==> config.mk <==
export PLATFORM = sky130hd
export DESIGN_NAME = univ_shift_reg
export DESIGN_NICKNAME = d
export VERILOG_FILES = /design/src/rtl/univ_shift_reg_pkg.sv /design/src/rtl/usr_sat_cnt.sv /design/src/rtl/univ_shift_reg.sv
export SDC_FILE = /design/constraint.sdc
export NUM_CORES = 1
export LEC_CHECK = 0
export CORE_MARGIN = 4
export CORE_UTILIZATION = 40
export DETAILED_ROUTE_END_ITERATION = 7
export PLACE_DENSITY = 0.84
export SLEW_MARGIN = 20
export SYNTH_ARGS = -nofsm -noshare
export SYNTH_HDL_FRONTEND = slang
export SYNTH_HIERARCHICAL = 1
export SYNTH_SLANG_ARGS = --single-unit
==> constraint.sdc <==
create_clock -name clk -period 3.8 [get_ports clk]
set_input_delay 0.76 -clock clk [delete_from_list [all_inputs] [get_ports clk]]
set_output_delay 0.76 -clock clk [all_outputs]
set_load 0.1 [all_outputs]
==> src/rtl/univ_shift_reg_pkg.sv <==
// Shared types for the universal shift register.
// Mode encoding matches the 2-bit mode input.
package univ_shift_reg_pkg;

    typedef enum logic [1:0] {
        MODE_HOLD = 2'b00,
        MODE_SHR  = 2'b01,
        MODE_SHL  = 2'b10,
        MODE_LOAD = 2'b11
    } mode_e;

endpackage

==> src/rtl/usr_sat_cnt.sv <==
// Saturating up-counter: sync clear, increment enable,
// async active-high reset; sticks at MAX.
module usr_sat_cnt #(
    parameter int MAX = 8,
    parameter int W   = $clog2(MAX + 1)
) (
    input  logic         clk,
    input  logic         rst,
    input  logic         clr,
    input  logic         inc,
    output logic [W-1:0] cnt,
    output logic         at_max
);

    localparam logic [W-1:0] MAX_V = W'(MAX);

    logic [W-1:0] cnt_d;
    logic [W-1:0] cnt_q;

    always_comb begin
        cnt_d = cnt_q;
        if (clr) begin
            cnt_d = '0;
        end else if (inc && (cnt_q != MAX_V)) begin
            cnt_d = cnt_q + W'(1);
        end
    end

    always_ff @(posedge clk or posedge rst) begin
        if (rst) begin
            cnt_q <= '0;
        end else begin
            cnt_q <= cnt_d;
        end
    end

    assign cnt    = cnt_q;
    assign at_max = (cnt_q == MAX_V);

endmodule

==> src/rtl/univ_shift_reg.sv <==
// Universal register: hold / shift right / shift left / load.
// Define UNIV_SHIFT_REG_SYNC_CLR_EN to add a synchronous clr input.
module univ_shift_reg
    import univ_shift_reg_pkg::*;
#(
    parameter int WIDTH  = 8,
    parameter int ROTATE = 0,
    parameter int CNT_W  = $clog2(WIDTH + 1)
) (
    input  logic             clk,
    input  logic             rst,
`ifdef UNIV_SHIFT_REG_SYNC_CLR_EN
    input  logic             clr,
`endif
    input  logic             en,
    input  logic [1:0]       mode,
    input  logic             sin_msb,
    input  logic             sin_lsb,
    input  logic [WIDTH-1:0] d,
    output logic [WIDTH-1:0] q,
    output logic [WIDTH-1:0] qbar,
    output logic             sout_lsb,
    output logic             sout_msb,
    output logic [CNT_W-1:0] shift_cnt,
    output logic             done
);

    mode_e            mode_m;
    logic             clr_w;
    logic             shr_in;
    logic             shl_in;
    logic [WIDTH-1:0] shr_v;
    logic [WIDTH-1:0] shl_v;
    logic [WIDTH-1:0] q_d;
    logic [WIDTH-1:0] q_q;
    logic [WIDTH-1:0] qbar_d;
    logic [WIDTH-1:0] qbar_q;
    logic             do_shift;
    logic             do_load;

    assign mode_m = mode_e'(mode);

`ifdef UNIV_SHIFT_REG_SYNC_CLR_EN
    assign clr_w = clr;
`else
    assign clr_w = 1'b0;
`endif

    // Rotation feeds the outgoing bit back; otherwise the serial pin fills.
    assign shr_in = (ROTATE != 0) ? q_q[0] : sin_msb;
    assign shl_in = (ROTATE != 0) ? q_q[WIDTH-1] : sin_lsb;

    generate
        if (WIDTH == 1) begin : g_w1
            assign shr_v = shr_in;
            assign shl_v = shl_in;
        end else begin : g_wn
            assign shr_v = {shr_in, q_q[WIDTH-1:1]};
            assign shl_v = {q_q[WIDTH-2:0], shl_in};
        end
    endgenerate

    always_comb begin
        q_d = q_q;
        if (clr_w) begin
            q_d = '0;
        end else if (en) begin
            unique case (mode_m)
                MODE_HOLD: q_d = q_q;
                MODE_SHR:  q_d = shr_v;
                MODE_SHL:  q_d = shl_v;
                MODE_LOAD: q_d = d;
            endcase
        end
        qbar_d = ~q_d;
    end

    always_ff @(posedge clk or posedge rst) begin
        if (rst) begin
            q_q    <= '0;
            qbar_q <= '1;
        end else begin
            q_q    <= q_d;
            qbar_q <= qbar_d;
        end
    end

    assign do_shift = en && !clr_w &&
                      ((mode_m == MODE_SHR) || (mode_m == MODE_SHL));
    assign do_load  = clr_w || (en && (mode_m == MODE_LOAD));

    usr_sat_cnt #(
        .MAX (WIDTH),
        .W   (CNT_W)
    ) u_cnt (
        .clk    (clk),
        .rst    (rst),
        .clr    (do_load),
        .inc    (do_shift),
        .cnt    (shift_cnt),
        .at_max (done)
    );

    assign q        = q_q;
    assign qbar     = qbar_q;
    assign sout_lsb = q_q[0];
    assign sout_msb = q_q[WIDTH-1];

endmodule

Word level (Yosys, flattened, before mapping)
Cells that the tools add are included.

Muxes and demuxes: 4. Equal/unequal tests: 5. Reductions and logical operators: 6. Add/subtract/negate cells: 1. Bitwise logic cells: 1.

Operators by type and width (number): one-hot mux 8 bit (4 select lines) (1); 2-to-1 mux 4 bit (2); 2-to-1 mux 8 bit (1); NOT 8 bit (1); adder 4 x 1 -> 4 bit (second input constant) (1); == test 2 bit (second input constant) (2); == test 4 bit (second input constant) (1); != test 4 bit (second input constant) (1); logical AND 1 bit (3); == test 2 x 1 -> 1 bit (second input constant) (1); logical NOT 2 bit (1); nonzero test 2 bit (1); logical OR 1 bit (1).

Word-level logic and storage cells: 20. Output and inout bits: 23. Bits in registers: 20.

Logic depth before layout (Yosys ltp)
Depth after elaboration: 6. Mapped depth: 6. Mapped depth without buffers: 6.

By module
The synthesis kept the hierarchy.

Modules (own cells, without submodules): univ_shift_reg (cells each 65, instances 1, area each 853.3 µm², sequential area each 410.4 µm²); usr_sat_cnt (cells each 25, instances 1, area each 236.5 µm², sequential area each 100.1 µm²).

Least setup slack after synthesis
No wires, ideal clock.

Kind: register -> output. Start: register u_cnt.cnt_q[0] (netlist: u_cnt/cnt[0]). End: output port done. Data arrival time: 2.463 ns. Cell stages (with the launch flop): 5. Path slack: 0.577 ns. Required time: 3.040 ns. Buffers on the path: 0. Cell sequence: dfrtp_1 inv_1 ha_1 nand2_1 nor2_1.

Word-level cells in the longest chain between the ends: 1.

Ends and longest elaborated chain: start, declared (line usr_sat_cnt.sv:18) `logic [W-1:0] cnt_q;`; start signal, assigned (line usr_sat_cnt.sv:33) `cnt_q <= cnt_d;`; == test 4 bit (line usr_sat_cnt.sv:38) `assign at_max = (cnt_q == MAX_V);`; end, declared (line univ_shift_reg.sv:25) `output logic done`.

No other way between the ends.

Worst setup path after layout
Start: register qbar_q[0] (netlist: qbar[0]). End: output port qbar[0].

RTL lines: start, declared (line univ_shift_reg.sv:37) `logic [WIDTH-1:0] qbar_q;`; start signal, assigned (line univ_shift_reg.sv:84) `qbar_q <= qbar_d;`; end, declared (line univ_shift_reg.sv:21) `output logic [WIDTH-1:0] qbar,`.

No word-level cell between the ends.

==> impl_metrics.yaml <==
job:
  max_cap_viol_count: 0
yosys:
  syn_avg_cell_area_um2: 12.1
  netlist_area_mm2: 0.00109
  synth-xor-area-share: 0.00804
  synth_fp_nets: 111
  synthAdderAreaFrac: 0.0689
  ys_types: 21
  ys_ff_latch: 20
  synth-simple-area-share: 0.0735
  postSynthCellCount: 90
  synth_compound_area_frac: 0.0850
  yosysWarnings: 6
  yosysTopAreaCell: "dfrtp_1"
  synth_area_leaders: "dfrtp_1, dfstp_2, mux2i_1"
  yosysTopAreaCellShare: 0.276
  synth_top_family_by_area: "multiplexers"
  yosysSeqAreaShare: 0.468
  synthMuxAreaShare: 0.186
sta:
  fin_setup_tns_ns: 0
  hold_violations: 0
  layout_setup_ws_ns: 1.05
  timing.fmax_mhz: 364
  setup_viol: 0
  fin_crit_ns: 2.75
  timing.slew.headroom: 0.334
  worst_pin_slew_ns: 0.996
  period_share: 0.724
  rsz0062_at_grt: "no"
  drv_slew: 0
  finalClockSkew_ns: 0.0121
drt:
  ant_nets: 0
  route.detailed.drc: 0
  drt_first_pass_iters: 4
  drt_iter0_drc: 72
  wl_per_cell_um: 14.7
  drt-total-wl_um: 2270
  vias_per_cell: 5.03
  via_count: 775
place:
  gp_congestion: 0.775
  dpl_worst_slack_ns: 1.30
  post_dp_cell_area_mm2: 0.00143
  dp_hpwl_um: 1760
  io_buffers: 37
worst_hold_path:
  worstHoldStart: "u_cnt/cnt[3]"
  hp-class: "flop to flop"
global_routing:
  grt_pass1_wl_um: 3640
  overflow: 0
  grt_use_total: 0.133
  grt_pass1_vias: 788
  grt_max_degree: 17
  antenna_found_initial: 0
floorplanning:
  coreArea_mm2: 0.00254
  start_util: 0.428
  die_w_um: 60.2
  ios: 38
  dieArea_mm2: 0.00362
  die_h_um: 60.2
  rows: 18
setup_path:
  worstSetupStartpoint: "qbar[0]"
  timing.critical_path.buf_inv: 1
  end_kind: "output port"
  crit_type: "flop to output port"
  cpMaxStageDelayCell: "clkdlybuf4s50_1"
  required_ns: 3.04
  cp_max_fo: 1
  critPathLaunchType: "flop"
  critPathMaxStageDelay_ns: 1.14
  critical_path.top_delay_family: "buffers and inverters"
  reg2reg_from: "u_cnt/cnt[0]"
  crit_arrival_ns: 1.99
  crit_chain: "clkdlybuf4s50_1"
power:
  max-vdd-ir-drop_uv: 450
  clockPowerShare: 0.150
  seqPwrFrac: 0.278
  p_int_uw: 542
  sw_frac_of_total: 0.529
  p_per_area_mw_per_mm2: 777
  combPwrFrac: 0.572
  p_leak_nw: 0.653
  p_switching_uw: 608
final_layout:
  antennaDiodeCount: 0
  drive_above_1_share: 0.161
  layout.nets: 146
  synthToLayoutAreaGrowth_pct: 35.8
  fillCellCount: 207
  fin_area_mm2: 0.00148
cts:
  cts_buffers: 3
  clockBufferDepth: 2
  cts-htree-levels: 1
  cts-root-buf: "clkbuf_4"
  post_cts_resized: 0
  post-cts-setup-buffers: 0
  clkLatencyLatePin_ns: 0.30
  ctsHoldBuffers: 0
  cts_num_sinks: 20
  cts_tree: "done"
  path_clk_slew_ns: 0.12
status:
  status: "finished, final reports clean"
[routing by layer]
metal  GRT usage  vias to the layer above  wire length [um]
li1            -                      378                 -
met1       0.181                      365              1040
met2       0.211                       32              1020
met3      0.0367                        0               202
met4      0.0285                        0                 0
met5           0                        -                 0
[through the flow]
step / cells / hold WS (ns) / util / power [mW]
final: 154 / 0.595 / 0.582 / 1.15
after global routing: 154 / 0.626 / 0.582 / 1.20
after CTS: 154 / 0.601 / 0.582 / 1.16
after detailed placement: 150 / 0.577 / 0.561 / 0.983
after global placement: 150 / 0.566 / 0.561 / 0.972
after floorplan: 90 / 0.526 / - / 0.840
[layout make-up]
class / instances / area (um2) / share of cell area
inverters: 14 / 52.6 / 0.0355
repair buffers: 37 / 368 / 0.249
flip-flops and latches: 20 / 510 / 0.345
clock buffers: 3 / 22.5 / 0.0152
well taps: 30 / 37.5 / 0.0254
multi-input cells: 49 / 459 / 0.310
clock inverters: 1 / 30.0 / 0.0203
[cells by family (layout without fill, tap and decap cells)]
family          Yosys count  count (layout)
flops                    20              20
mux                      18              18
compound gates           10              10
fa+ha+maj                 6               6
buf+inv                  21              55
xor+xnor                  1               1
simple gates             14              14
[worst min-delay path, cell delays in order, from the launching register on]
cell and delay (ns):
dfrtp_1 0.41, xor2_1 0.08, nor2_1 0.07
[final timing paths]
path	slack [ns]	depth (start not counted)	endpoint
min in group asynchronous	0.65	2	u_cnt/cnt[3]
setup / recovery	1.05	1	qbar[0]
max in group asynchronous	2.55	2	async pin
hold reg to reg	0.59	2	u_cnt/cnt[3]
hold / removal	0.59	2	u_cnt/cnt[3]
setup reg to reg	2.41	5	u_cnt/cnt[0]
[cells in the final DEF, fill, tap and decap left out, drive strengths merged]
| cell | synthesis | layout |
|---|---|---|
| clkdlybuf4s50 | 0 | 36 |
| ha | 6 | 6 |
| nor2 | 4 | 4 |
| dfrtp | 12 | 12 |
| a222oi | 8 | 8 |
| clkbuf | 0 | 3 |
| bufinv | 0 | 1 |
| mux2i | 9 | 9 |
| dfstp | 8 | 8 |
| nand2 | 3 | 3 |
| inv | 14 | 14 |
| or3b | 1 | 1 |
| nand2b | 2 | 2 |
| xor2 | 1 | 1 |
| buf | 7 | 1 |
| and2 | 2 | 2 |
| o21a | 1 | 1 |
| mux2 | 9 | 9 |
| nand4 | 1 | 1 |
| a21oi | 1 | 1 |
| nor2b | 1 | 1 |
[power by group through the flow]
stage / Sequential, mW / Clock [mW] / Combinational [mW]
after floorplan: 0.688 / 0 / 0.152
after global placement: 0.321 / 0 / 0.651
after detailed placement: 0.323 / 0 / 0.660
after CTS: 0.320 / 0.177 / 0.662
after global routing: 0.329 / 0.190 / 0.683
final: 0.319 / 0.173 / 0.658
[synthesized netlist by cell type]
cell	count
a21oi_1	1
a222oi_1	8
and2_1	2
buf_4	3
buf_6	4
dfrtp_1	12
dfstp_2	8
ha_1	6
inv_1	14
mux2_1	3
mux2_2	3
mux2_4	3
mux2i_1	9
nand2_1	3
nand2b_1	2
nand4_1	1
nor2_1	4
nor2b_4	1
o21a_1	1
or3b_1	1
xor2_1	1
No activity file was read; power rests on OpenSTA's default activity.
==> RTL change 1, RTL diff (config.mk and constraints unchanged) <==
Register the output `shift_cnt`; this adds one clock of latency there. The other outputs are not delayed to match.
--- a/src/rtl/univ_shift_reg.sv
+++ b/src/rtl/univ_shift_reg.sv
@@ -25,4 +25,6 @@
     output logic             done
 );
+
+    logic [CNT_W-1:0] shift_cnt_d;
 
     mode_e            mode_m;
@@ -98,5 +100,5 @@
         .clr    (do_load),
         .inc    (do_shift),
-        .cnt    (shift_cnt),
+        .cnt    (shift_cnt_d),
         .at_max (done)
     );
@@ -107,4 +109,8 @@
     assign sout_msb = q_q[WIDTH-1];
 
+    always_ff @(posedge clk) begin
+        shift_cnt <= shift_cnt_d;
+    end
+
 endmodule
 
Function: changed (Yosys sat finds a counterexample within 4 cycles, from zero or initial values and one cycle with rst high).
==> RTL change 1 against the original RTL <==
Non-clock buffer count did not move; synthesized cell count rose by 4.4%; area after synthesis rose by 8.7%; combinational power barely moved; final area rose by 3.9%; sequential cell count rose by 4; routed wire length rose by 11%; power fell by 0.20%; critical path depth did not move; clock skew fell by 0.0073 ns; register-to-register slack got worse by 0.03 ns; setup slack improved by 0.023 ns; clock power fell by 38%; critical endpoint is now qbar[7]; largest power group unchanged.
==> RTL change 1: results (changes against the original RTL) <==
- 13.9% — GRT Overall Usage, +0.60 points
- 115 — number of nets in the synthesized netlist, +3.6%
- 1950 um — HPWL after DPL, +11%
- 24.8% — fraction of met2 tracks used by global routing, +3.6 points
- 0.00474 ns — Worst Skew, -0.00732 ns
- 83.3% — share of synthesized flip-flops with an asynchronous set or reset, -17 points
- 5.28 — vias per std cell, +4.9%
- 0.673 nW — Leakage Power, +3.0%
- 155 — instance count after placement with tap cells included, +3.3%
- 22 — synth unique cells, +4.8%
- 258 — Filler cells, +25%
- 1.30 ns — worst slack, placed, -0.00317 ns
- 8 — number of search-and-repair iterations in the first detailed-routing pass, +4
- 12.6 sq um — average cell area after synthesis, +4.1%
- 4510 um — global-route wire length before repair, +24%
- 1080 um — Met1 Routed Length, +3.6%
- 1540 sq um — design area, +3.9%
- 0 — number of resized instances in the post-cts repair step, unchanged
- 614 uW — switching power of the nets, +1.1%
- 14.1% — layout cells sized above 1, -2.1 points
- dfrtp_1, dfstp_2, mux2i_1 — cell types occupying the most area after synthesis
- 15.8 um — routed length per instance, +7.4%
- 16.2% — met1 track demand over resource in global routing, -1.9 points
- 985 — number of global-route vias before repair, +25%
- completed — run status
- 0.989 ns — actual slew at the worst max-slew pin, -0.00701 ns
- 61 — drt initial violations, -15%
- 150 — net count reported at finish, +2.7%
- 4.32% — met3 layer usage reported by global route, +0.64 points
- 49.8% — share of the yosys chip area belonging to registers, +3.0 points
RTL change 1: worst paths after layout:
check                                  start            to  slack (ns)  cells past startpoint
worst max-delay path                 qbar[7]       qbar[7]        1.07                      1
worst min-delay path            u_cnt/cnt[3]  shift_cnt[3]        0.45                      0
worst max register to register  u_cnt/cnt[0]  u_cnt/cnt[0]        2.38                      5
worst min register to register  u_cnt/cnt[3]  shift_cnt[3]        0.45                      0
max in group asynchronous                rst       qbar[2]        2.57                      2
min in group asynchronous                rst  u_cnt/cnt[1]        0.67                      2
RTL change 1: layout make-up:
type | count | share of cell area (%)
multi-input combinational | 49 | 30.0
sequential | 24 | 38.4
timing repair buffer | 37 | 23.9
tap | 31 | 2.52
clock buffer | 4 | 1.71
inverter | 14 | 3.42
RTL change 1: worst register-to-register path, cell delays in order (launching register included):
cell     delay, ns
dfrtp_1       0.45
inv_1         0.08
ha_1          0.20
nand2_1       0.11
o21a_1        0.18
mux2_4        0.31
RTL change 1: power groups by stage:
stage | registers (mW) | logic (mW) | clock network (mW)
global placement | 0.386 | 0.649 | 0
finish | 0.383 | 0.658 | 0.107
CTS | 0.384 | 0.661 | 0.115
detailed placement | 0.388 | 0.659 | 0
floorplan | 0.752 | 0.151 | 0
global route | 0.396 | 0.684 | 0.132
RTL change 1: kinds of logic after synthesis:
group | Yosys count | share of synthesized area, %
and+or+nand+nor | 14 | 6.97
xor gates and xnor gates | 1 | 0.739
DFF | 24 | 49.8
buffers and inverters | 21 | 11.2
adders and majority gates | 6 | 6.34
AOI/OAI and AO/OA | 10 | 7.81
muxes | 18 | 17.1
==> RTL change 2, RTL diff (same flow settings) <==
Without the edit above. Build with the macro `UNIV_SHIFT_REG_SYNC_CLR_EN` defined.
--- a/src/rtl/univ_shift_reg.sv
+++ b/src/rtl/univ_shift_reg.sv
@@ -1,4 +1,6 @@
 // Universal register: hold / shift right / shift left / load.
 // Define UNIV_SHIFT_REG_SYNC_CLR_EN to add a synchronous clr input.
+`define UNIV_SHIFT_REG_SYNC_CLR_EN
+
 module univ_shift_reg
     import univ_shift_reg_pkg::*;
Ports: changed (added clr); port bits go from 38 to 39. No check against the original RTL was run, so the function may have changed too.
==> RTL change 2 against the original RTL <==
Routed wire length grew 12%; first-iteration DRC count is 49% lower; area after synthesis fell by 3.8%; sequential cell count unchanged; register-to-register slack worse by 0.04 ns; setup slack better by 0.025 ns; final area decreased by 2.2%; highest routed layer is now met4.
Power is not compared: it rests on default switching activity, and its combinational part moved more than twofold at a synthesized area within 25%.
==> RTL change 2: results (changes against the original RTL) <==
- clkdlybuf4s50_1 — cell type of the slowest stage on the worst timing path
- 890 — vias, +15%
- 1 — CP Max Fanout, unchanged
- nor2_1, dfrtp_1 — commonest cells in the netlist
- 0.00688 ns — Worst Skew, -0.00517 ns
- 121 — number of nets in the synthesized netlist, +9.0%
- 16.2% — GRT Overall Usage, +2.9 points
- 198 uV — peak supply drop
- 227 — Filler cells, +9.7%
- 1 — CTS HTree Levels, unchanged
- 37 — drt initial violations, -49%
- 38 — PortBufs, +2.7%
- 1.97 ns — Critical Path AT, -0.02 ns
- u_cnt/cnt[3] — origin of the worst min-delay path
- flip-flop to flip-flop — class of the tightest hold or removal check
- 24 — synth unique cells, +14%
- 1940 um — HPWL after DPL, +10%
- 0.614 nW — Leakage Power
- 0 — number of resized instances in the post-cts repair step, unchanged
- 5 — number of search-and-repair iterations in the first detailed-routing pass, +1
- 2.37 ns — Reg2Reg Setup Slack, -0.04 ns
- dfrtp_1, dfstp_2, a222oi_1 — cell types occupying the most area after synthesis
- buffers and inverters — category of cells accounting for the largest share of critical-path delay
- 16.4% — layout cells sized above 1, +0.29 points
- completed — run status
- 0.859 — routability cong., +11%
- 901 — number of global-route vias before repair, +14%
- 0.590 ns — tightest hold margin, -0.00483 ns
- u_cnt/cnt[0] — source of the worst register-to-register timing path
- 0.988 ns — actual slew at the worst max-slew pin, -0.00844 ns
- 48.7% — share of the yosys chip area belonging to registers, +1.8 points
- 19 — pin count of the biggest net entering global routing, +2
- 4270 um — global-route wire length before repair, +17%
- 0.12 ns — clock-pin slew on the worst setup and hold paths, about the same
- 15.5 um — routed length per instance, +5.6%
- u_cnt/cnt[3] — hold worst-path end
- 157 — net count reported at finish, +7.5%
- u_cnt/cnt[0] — reg2reg end
- 0 — overflow left after global routing, unchanged
- 2 — worst hold path depth, unchanged
[RTL change 2: cell types whose count changed after synthesis, sizes merged]
cell,unedited run,this run
nor2,4,13
inv,14,6
mux2,9,1
mux2i,9,1
nor3,0,8
or3,0,8
and2,2,8
a21o,0,1
buf,7,6
clkbuf,0,1
nand2,3,4
[RTL change 2: power groups by stage]
stage	Clock [mW]	Combinational [mW]	Sequential (mW)
4_1_cts	0.128	0.206	0.240
2_1_floorplan	0	0.0586	0.338
3_3_place_gp	0	0.201	0.243
6_report	0.124	0.204	0.240
3_5_place_dp	0	0.205	0.244
5_1_grt	0.140	0.215	0.242
[RTL change 2: cell families after synthesis]
family	Yosys count	synth area share, %
buf+inv	13	7.16
compound gates	11	9.67
xor+xnor	1	0.835
simple gates	46	24.1
flops	20	48.7
fa+ha+maj	6	7.16
mux	2	2.39
[RTL change 2: per-layer routing]
layer  wire (um)  track usage (%)  vias up
li1            -                -      420
met1        1020             20.5      438
met2        1390             27.9       30
met3         131             3.05        2
met4          10             4.53        0
met5           0                0        -
[RTL change 2: per-stage QoR]
| stage | cell area (sq um) | std cells | setup slack (ns) | power (mW) | utilization (%) |
|---|---|---|---|---|---|
| global route | 1450 | 164 | 1.03 | 0.597 | 57.9 |
| finish | 1450 | 164 | 1.07 | 0.568 | 57.9 |
| CTS | 1450 | 164 | 1.06 | 0.574 | 57.9 |
| global placement | 1410 | 160 | 1.39 | 0.443 | 56.5 |
| floorplan | 1050 | 99 | 0.577 | 0.396 | - |
| detailed placement | 1410 | 160 | 1.29 | 0.449 | 56.5 |
[RTL change 2: layout make-up]
class | count | area share (%)
flip-flops and latches | 20 | 35.3
inverters | 6 | 1.56
repair buffers | 38 | 26.1
clock buffers | 4 | 2.51
multi-input cells | 66 | 32.0
well taps | 30 | 2.59
[RTL change 2: worst max path at each step]
stage,from,end,slack (ns),cells after the start
2_1_floorplan,u_cnt/cnt[0],done,0.58,4
3_3_place_gp,mode[0],u_cnt/cnt[2],1.39,8
3_5_place_dp,mode[0],u_cnt/cnt[2],1.29,8
4_1_cts,qbar[2],qbar[2],1.06,1
5_1_grt,qbar[2],qbar[2],1.03,1
6_report,qbar[6],qbar[6],1.07,1
